## config.mk

```make
export PLATFORM = sky130hd
export DESIGN_NAME = array_mul_sequencer
export DESIGN_NICKNAME = d
export VERILOG_FILES = /design/src/rtl/array_mul_sequencer.sv
export SDC_FILE = /design/constraint.sdc
export NUM_CORES = 1
export LEC_CHECK = 0
export ABC_AREA = 0
export BUFFER_PORTS_ARGS = -buffer_cell sky130_fd_sc_hd__buf_4
export CAP_MARGIN = 20
export CORE_MARGIN = 3
export CORE_UTILIZATION = 53
export DETAILED_ROUTE_END_ITERATION = 6
export PLACE_DENSITY = 0.85
export REMOVE_ABC_BUFFERS = 1
export SYNTH_ARGS = -nofsm -noshare
export SYNTH_HDL_FRONTEND = slang
export SYNTH_SLANG_ARGS = --single-unit
export TNS_END_PERCENT = 30
```

## constraint.sdc

```tcl
create_clock -name clk -period 4.52 [get_ports clk]
set_input_delay 0.226 -clock clk [delete_from_list [all_inputs] [get_ports clk]]
set_output_delay 0.226 -clock clk [all_outputs]
set_load 0.1 [all_outputs]
```

## src/rtl/array_mul_sequencer.sv

```systemverilog
// array_mul_sequencer
// Drives one shared CORE_W x CORE_W array multiplier over four partial-product
// steps to form a (2*CORE_W) x (2*CORE_W) unsigned product, with a
// start/busy/done handshake toward the requester.
// Optional feature macro: MUL_ACC_EN (multiply-accumulate, adds acc_clr and
// widens the result by four guard bits).
module array_mul_sequencer #(
   parameter  int CORE_W = 4,
   localparam int W      = 2 * CORE_W,
`ifdef MUL_ACC_EN
   localparam int PW     = 2 * W + 4
`else
   localparam int PW     = 2 * W
`endif
) (
   input  logic          clk,
   input  logic          rst_n,
   input  logic          ena,
   input  logic          start,
`ifdef MUL_ACC_EN
   input  logic          acc_clr,
`endif
   input  logic [W-1:0]  a,
   input  logic [W-1:0]  b,
   output logic          busy,
   output logic          done,
   output logic [PW-1:0] product
);

   typedef enum logic [1:0] {
      ST_IDLE = 2'd0,
      ST_MUL  = 2'd1,
      ST_DONE = 2'd2
   } state_t;

   state_t            state_r;
   state_t            state_nxt_s;
   logic [1:0]        step_r;
   logic [W-1:0]      a_r;
   logic [W-1:0]      b_r;
   logic [PW-1:0]     acc_r;
   logic [PW-1:0]     product_r;
   logic              accept_s;
   logic [PW-1:0]     acc_seed_s;
   logic [CORE_W-1:0] core_a_s;
   logic [CORE_W-1:0] core_b_s;
   logic [2*CORE_W-1:0] core_p_s;
   logic [PW-1:0]     core_ext_s;
   logic [PW-1:0]     term_s;

   // Shared core: AND-gate partial products summed row by row (array multiplier).
   function automatic logic [2*CORE_W-1:0] core_mul(
      input logic [CORE_W-1:0] x,
      input logic [CORE_W-1:0] y
   );
      logic [2*CORE_W-1:0] sum;
      sum = {(2*CORE_W){1'b0}};
      for (int i = 0; i < CORE_W; i++) begin
         sum = sum + ((2*CORE_W)'(x & {CORE_W{y[i]}}) << i);
      end
      return sum;
   endfunction

   assign accept_s = ena & start & ((state_r == ST_IDLE) | (state_r == ST_DONE));
   assign product  = product_r;

   // Select the accumulator start value for a newly accepted operation.
   always_comb begin
      acc_seed_s = {PW{1'b0}};
`ifdef MUL_ACC_EN
      if (acc_clr) begin
         acc_seed_s = {PW{1'b0}};
      end else begin
         acc_seed_s = product_r;
      end
`endif
   end

   // Mux operand halves into the core by step and align the partial product.
   always_comb begin
      core_a_s   = step_r[0] ? a_r[W-1:CORE_W] : a_r[CORE_W-1:0];
      core_b_s   = step_r[1] ? b_r[W-1:CORE_W] : b_r[CORE_W-1:0];
      core_p_s   = core_mul(core_a_s, core_b_s);
      core_ext_s = PW'(core_p_s);
      case (step_r)
         2'd0:       term_s = core_ext_s;
         2'd1, 2'd2: term_s = core_ext_s << CORE_W;
         2'd3:       term_s = core_ext_s << (2 * CORE_W);
         default:    term_s = core_ext_s;
      endcase
   end

   // FSM state register.
   always_ff @(posedge clk or negedge rst_n) begin
      if (!rst_n) begin
         state_r <= ST_IDLE;
      end else begin
         state_r <= state_nxt_s;
      end
   end

   // FSM next-state logic; every transition is qualified by ena.
   always_comb begin
      state_nxt_s = state_r;
      if (ena) begin
         case (state_r)
            ST_IDLE: state_nxt_s = start ? ST_MUL : ST_IDLE;
            ST_MUL:  state_nxt_s = (step_r == 2'd3) ? ST_DONE : ST_MUL;
            ST_DONE: state_nxt_s = start ? ST_MUL : ST_IDLE;
            default: state_nxt_s = ST_IDLE;
         endcase
      end else begin
         state_nxt_s = state_r;
      end
   end

   // FSM outputs decoded from the state register.
   always_comb begin
      busy = 1'b0;
      done = 1'b0;
      case (state_r)
         ST_IDLE: begin busy = 1'b0; done = 1'b0; end
         ST_MUL:  begin busy = 1'b1; done = 1'b0; end
         ST_DONE: begin busy = 1'b0; done = 1'b1; end
         default: begin busy = 1'b0; done = 1'b0; end
      endcase
   end

   // Datapath: latch operands on accept, accumulate one term per step, publish on the last.
   always_ff @(posedge clk or negedge rst_n) begin
      if (!rst_n) begin
         a_r       <= {W{1'b0}};
         b_r       <= {W{1'b0}};
         step_r    <= 2'd0;
         acc_r     <= {PW{1'b0}};
         product_r <= {PW{1'b0}};
      end else if (ena) begin
         if (accept_s) begin
            a_r    <= a;
            b_r    <= b;
            step_r <= 2'd0;
            acc_r  <= acc_seed_s;
         end else if (state_r == ST_MUL) begin
            if (step_r == 2'd3) begin
               product_r <= acc_r + term_s;
               step_r    <= 2'd0;
            end else begin
               acc_r  <= acc_r + term_s;
               step_r <= step_r + 2'd1;
            end
         end
      end
   end

endmodule
```

Word-level counts from Yosys, hierarchy flattened
Index checks and enable logic that the tools add are counted.
{"block": "word_totals", "word_cells": 48, "inputBits": 20, "reg_bits": 52}
{"block": "classes", "n_eq_ne": 6, "muxes": 14, "reduce_logical": 9, "bitwise_logic": 8, "n_addsub": 5}
{"op": "two-way mux 16 bit", "n": 3}
{"op": "case mux 16 bit (3 select lines)", "n": 1}
{"op": "adder 16 bit", "n": 1}
{"op": "AND 4 bit", "n": 4}
{"op": "adder 7 x 7 -> 8 bit", "n": 1}
{"op": "two-way mux 2 bit", "n": 4}
{"op": "two-way mux 4 bit", "n": 2}
{"op": "adder 6 x 6 -> 7 bit", "n": 1}
{"op": "adder 4 x 5 -> 6 bit", "n": 1}
{"op": "equality test 2 bit (second input constant)", "n": 3}
{"op": "equality test 2 x 1 -> 1 bit (second input constant)", "n": 2}
{"op": "zero test 2 bit", "n": 2}
{"op": "case mux 2 bit (2 select lines)", "n": 1}
{"op": "AND reduction 2 bit", "n": 2}
{"op": "AND reduction 4 bit", "n": 1}
{"op": "OR reduction 2 bit", "n": 2}
{"op": "two-way mux 1 bit", "n": 3}
{"op": "AND reduction 3 bit", "n": 1}
{"op": "adder 2 x 1 -> 2 bit (second input constant)", "n": 1}
{"op": "AND 1 bit", "n": 2}
{"op": "inequality test 2 bit (second input constant)", "n": 1}
{"op": "nonzero test 2 bit", "n": 1}
{"op": "inverter 1 bit", "n": 1}
{"op": "OR 1 bit", "n": 1}

Logic depth before layout (Yosys ltp)
{"block": "depth", "word_depth": 10, "mapped_depth": 22}

Least setup slack after synthesis
OpenSTA, ideal clock, no wires.
{"block": "synth_path", "kind": "flip-flop to flip-flop", "from": "register step_r[0]", "to": "register product_r[15] (netlist: product[15])", "required_time_ps": 4396, "n_path_buf": 2, "setup_slack_ps": -205, "t_arrival_ps": 4601, "path_stages_with_launch": 23, "cell_sequence": "dfrtp_1 > clkbuf_1 > mux2i_1 > nor2_1 > fa_1 > inv_1 > fa_1 > inv_1 > ha_1 > fa_1 > nand3_1 > and3_1 > nor2_1 > a22oi_1 > nor2_1 > ha_1 > buf_2 > nand2_1 > nor3_2 > a21oi_1 > a21bo_1 > o21a_1 > o31a_1"}
{"block": "synth_between", "elab_chain_cells": 7, "elab_cells_between_ends": 16, "classes_between": "add/sub: 4; eq/ne: 3; mux: 2; bitwise: 4; reduce/logical: 3"}
{"element": "start: declaration", "line_no": "38", "text": "logic [1:0] step_r;"}
{"element": "start signal: assignment", "line_no": "149", "text": "step_r <= step_r + 2'd1;"}
{"element": "two-way mux 4 bit", "line_no": "81", "text": "core_a_s = step_r[0] ? a_r[W-1:CORE_W] : a_r[CORE_W-1:0];"}
{"element": "AND 4 bit", "line_no": "59", "text": "sum = sum + ((2*CORE_W)'(x & {CORE_W{y[i]}}) << i);"}
{"element": "adder 4 x 5 -> 6 bit", "line_no": "59"}
{"element": "adder 6 x 6 -> 7 bit", "line_no": "59"}
{"element": "adder 7 x 7 -> 8 bit", "line_no": "59"}
{"element": "case mux 16 bit (3 select lines)", "line_no": "85", "text": "case (step_r)"}
{"element": "adder 16 bit", "line_no": "145", "text": "product_r <= acc_r + term_s;"}
{"element": "end signal: assignment", "line_no": "136", "text": "product_r <= {PW{1'b0}};"}
{"element": "end signal: assignment", "line_no": "145"}
{"element": "end: declaration", "line_no": "42", "text": "logic [PW-1:0] product_r;"}
Several ways; a longest one is shown, not always the timed one.
A chain may end at the register's enable or synchronous reset.

Final worst setup path
Same ends and word-level chain as after synthesis.

==> results by group <==
Status
  • Status: finished, violations left
  • Failing checks: negative setup slack

Clocking
  • Clk_lat worst skew: 0.32 ns
  • CTS sink count: 52
  • Clock transition at the registers of the reported paths: 0.10 ns
  • CTS root buf: clkbuf_8
  • CTS max path bufs: 2
  • Htree depth: 2
  • CTS tree: built
  • Num CTS Buffers: 5

Place
  • Routability cong.: 0.925
  • Post-Place Cell Area: 3860 sq um
  • Detailed Place HPWL: 5.48 mm
  • Port bufs: 37

Final layout
  • Area of the multi-input gates: 2100 sq um
  • Fin area: 4200 sq um
  • Nets: 466
  • Share of cells above drive strength 1: 0.338
  • Antenna cell count: 0
  • Area growth from synthesis to final layout: 26.1%
  • Sequential standard cell area: 1300 sq um
  • Fillers: 436

STA
  • Max-slew violations: 0
  • Clock skew: 0.00713 ns
  • Worst setup margin: -0.0515 ns
  • Fmax: 0.219 GHz
  • Final worst path period need: 4.57 ns
  • # setup viols final: 1
  • Max transition margin: 0.566
  • Final hold vios: 0
  • Period Utilization, post-route: 1.01
  • Actual slew at the worst max-slew pin: 0.650 ns
  • RSZ-0062 raised after global routing: yes

Yosys
  • Most common cell in the netlist: dfrtp_1
  • Cells after synthesis: 347
  • Sequential area share after synthesis: 0.391
  • Post-synth top flop: dfrtp_1
  • Mapped Area: 3330 sq um
  • Most frequent cells after synthesis: dfrtp_1 (52), nand2_1 (30), ha_1 (27), nor2_1 (27), nand3_1 (21)
  • Yosys cell types: 50
  • Synth area leader: dfrtp_1
  • Avg Cell Area, Syn: 9.60 sq um
  • Synth Register Bits: 52
  • Synth area leaders: dfrtp_1 (39%), ha_1 (10%), mux2_2 (5.4%), fa_1 (3.6%), nand2_1 (3.4%)
  • Asr flop ratio synth: 1.00
  • Post-synth top area share: 0.391
  • Yosys warnings: 0
  • Number of flops mapped to enable cells by yosys: 0

Floorplanning
  • IO Pins: 38
  • Die W: 85.3 um
  • Die area: 7270 sq um
  • Initial core utilization: 0.556
  • Core area: 5990 sq um
  • Num rows: 28
  • DIE HEIGHT: 85.3 um

Route
  • Routed wire length: 7.83 mm
  • Via count: 2,753
  • Pre-antenna DRT Iters: 4
  • Drt first-iter violations: 122
  • Routed Antenna Nets: 0
  • DRC Markers: 0
  • Vias per Instance: 5.63
  • WL/cell: 16.0 um

Global routing
  • Number of global-route vias before repair: 2,942
  • Pin count of the biggest net entering global routing: 53
  • Initial antenna violation count: 0
  • First-pass GRT wire length: 13.4 mm
  • Grt total ovfl: 0
  • All-layer global routing usage: 0.228

Setup path
  • Worst-path fanout max: 5
  • Req. time, crit path: 4.72 ns
  • Crit path kind: flip-flop to flip-flop
  • CP arrival: 4.77 ns
  • Startpoint Class: flip-flop
  • Critical Path End Type: flip-flop

Flow run
  • Max cap viols: 0

Worst hold path
  • Hold crit path type: input port to flip-flop
[critical path, cell delays in order, from the launching register on]
cell	delay [ns]
dfrtp_2	0.55
mux2i_4	0.34
nor2_4	0.05
fa_1	0.55
inv_2	0.04
fa_1	0.47
inv_1	0.05
ha_2	0.19
fa_2	0.36
xor2_1	0.18
a22oi_1	0.19
nor2_1	0.09
ha_1	0.38
nand2_1	0.14
nor3_2	0.06
a21oi_1	0.12
a21bo_1	0.25
o21a_1	0.17
o31a_1	0.27
[logic make-up after synthesis]
kind of cell	synth area share
fa+ha+maj	0.137
compound gates	0.158
xor+xnor	0.0394
buf+inv	0.0342
mux	0.0811
flops	0.391
simple gates	0.159
[metrics by stage]
step	util	instances	worst slack, ns	hold slack (ns)	setup TNS (ns)
floorplan	-	333	-0.0449	-0.0696	-0.0449
global placement	0.644	473	-0.139	0.286	-1.16
detailed placement	0.644	473	-0.372	0.306	-3.78
CTS	0.687	489	-0.000334	0.130	-0.000334
global route	0.702	489	-0.194	0.128	-2.00
finish	0.702	489	-0.0515	0.132	-0.0515
[final cells by class]
cell class	instances	area share
timing repair buffer	73	0.133
multi-input combinational	266	0.500
tap	75	0.0223
inverter	15	0.0134
clock buffer	5	0.0164
sequential	52	0.310
clock inverter	3	0.00447
[cells in the final DEF (no fill, tap or decap), drive strengths merged, types with 6 or more instances in the layout]
master   n
nand2   30
mux2    16
nor2    27
fa       6
nand3   21
ha      27
buf     72
dfrtp   52
o21ai   36
a21oi   19
inv     15
xnor2    8
mux2i    9
xor2     7
[registers in the layout, indices dropped and copies added (netlist names)]
name / cells
a_r: 8
product: 16
state_r: 2
b_r: 8
step_r: 2
acc_r: 16
[final timing paths]
kind                                  from  slack [ns]           to  depth (start not counted)
worst min-delay path                  b[0]        0.13       b_r[0]                          2
worst min register to register  product[6]        0.48   product[6]                          2
worst max register to register   step_r[0]       -0.05  product[15]                         18
worst max-delay path             step_r[0]       -0.05  product[15]                         18
max in group asynchronous            rst_n        3.58    step_r[0]                          2
min in group asynchronous            rst_n        0.47     acc_r[3]                          2
[metal layers]
layer / GRT usage / part of all wire / wire, um / vias up
met5: 0 / 0 / 0 / -
met4: 0.0950 / 0.030 / 232 / 0
met3: 0.0456 / 0.044 / 344 / 24
met2: 0.404 / 0.51 / 4010 / 65
met1: 0.268 / 0.41 / 3240 / 1323
li1: - / - / - / 1341
[repair_timing]
action	4_1_cts	5_1_grt
buffers inserted	7	0
hold buffers	1	0
pin swaps	28	18
resized for setup	29	14
endpoints found under the setup margin	15	16
hold endpoints to repair	52	0
Power is not shown: default switching activity piles up to over one toggle a cycle in this logic, so the estimate is an artifact.
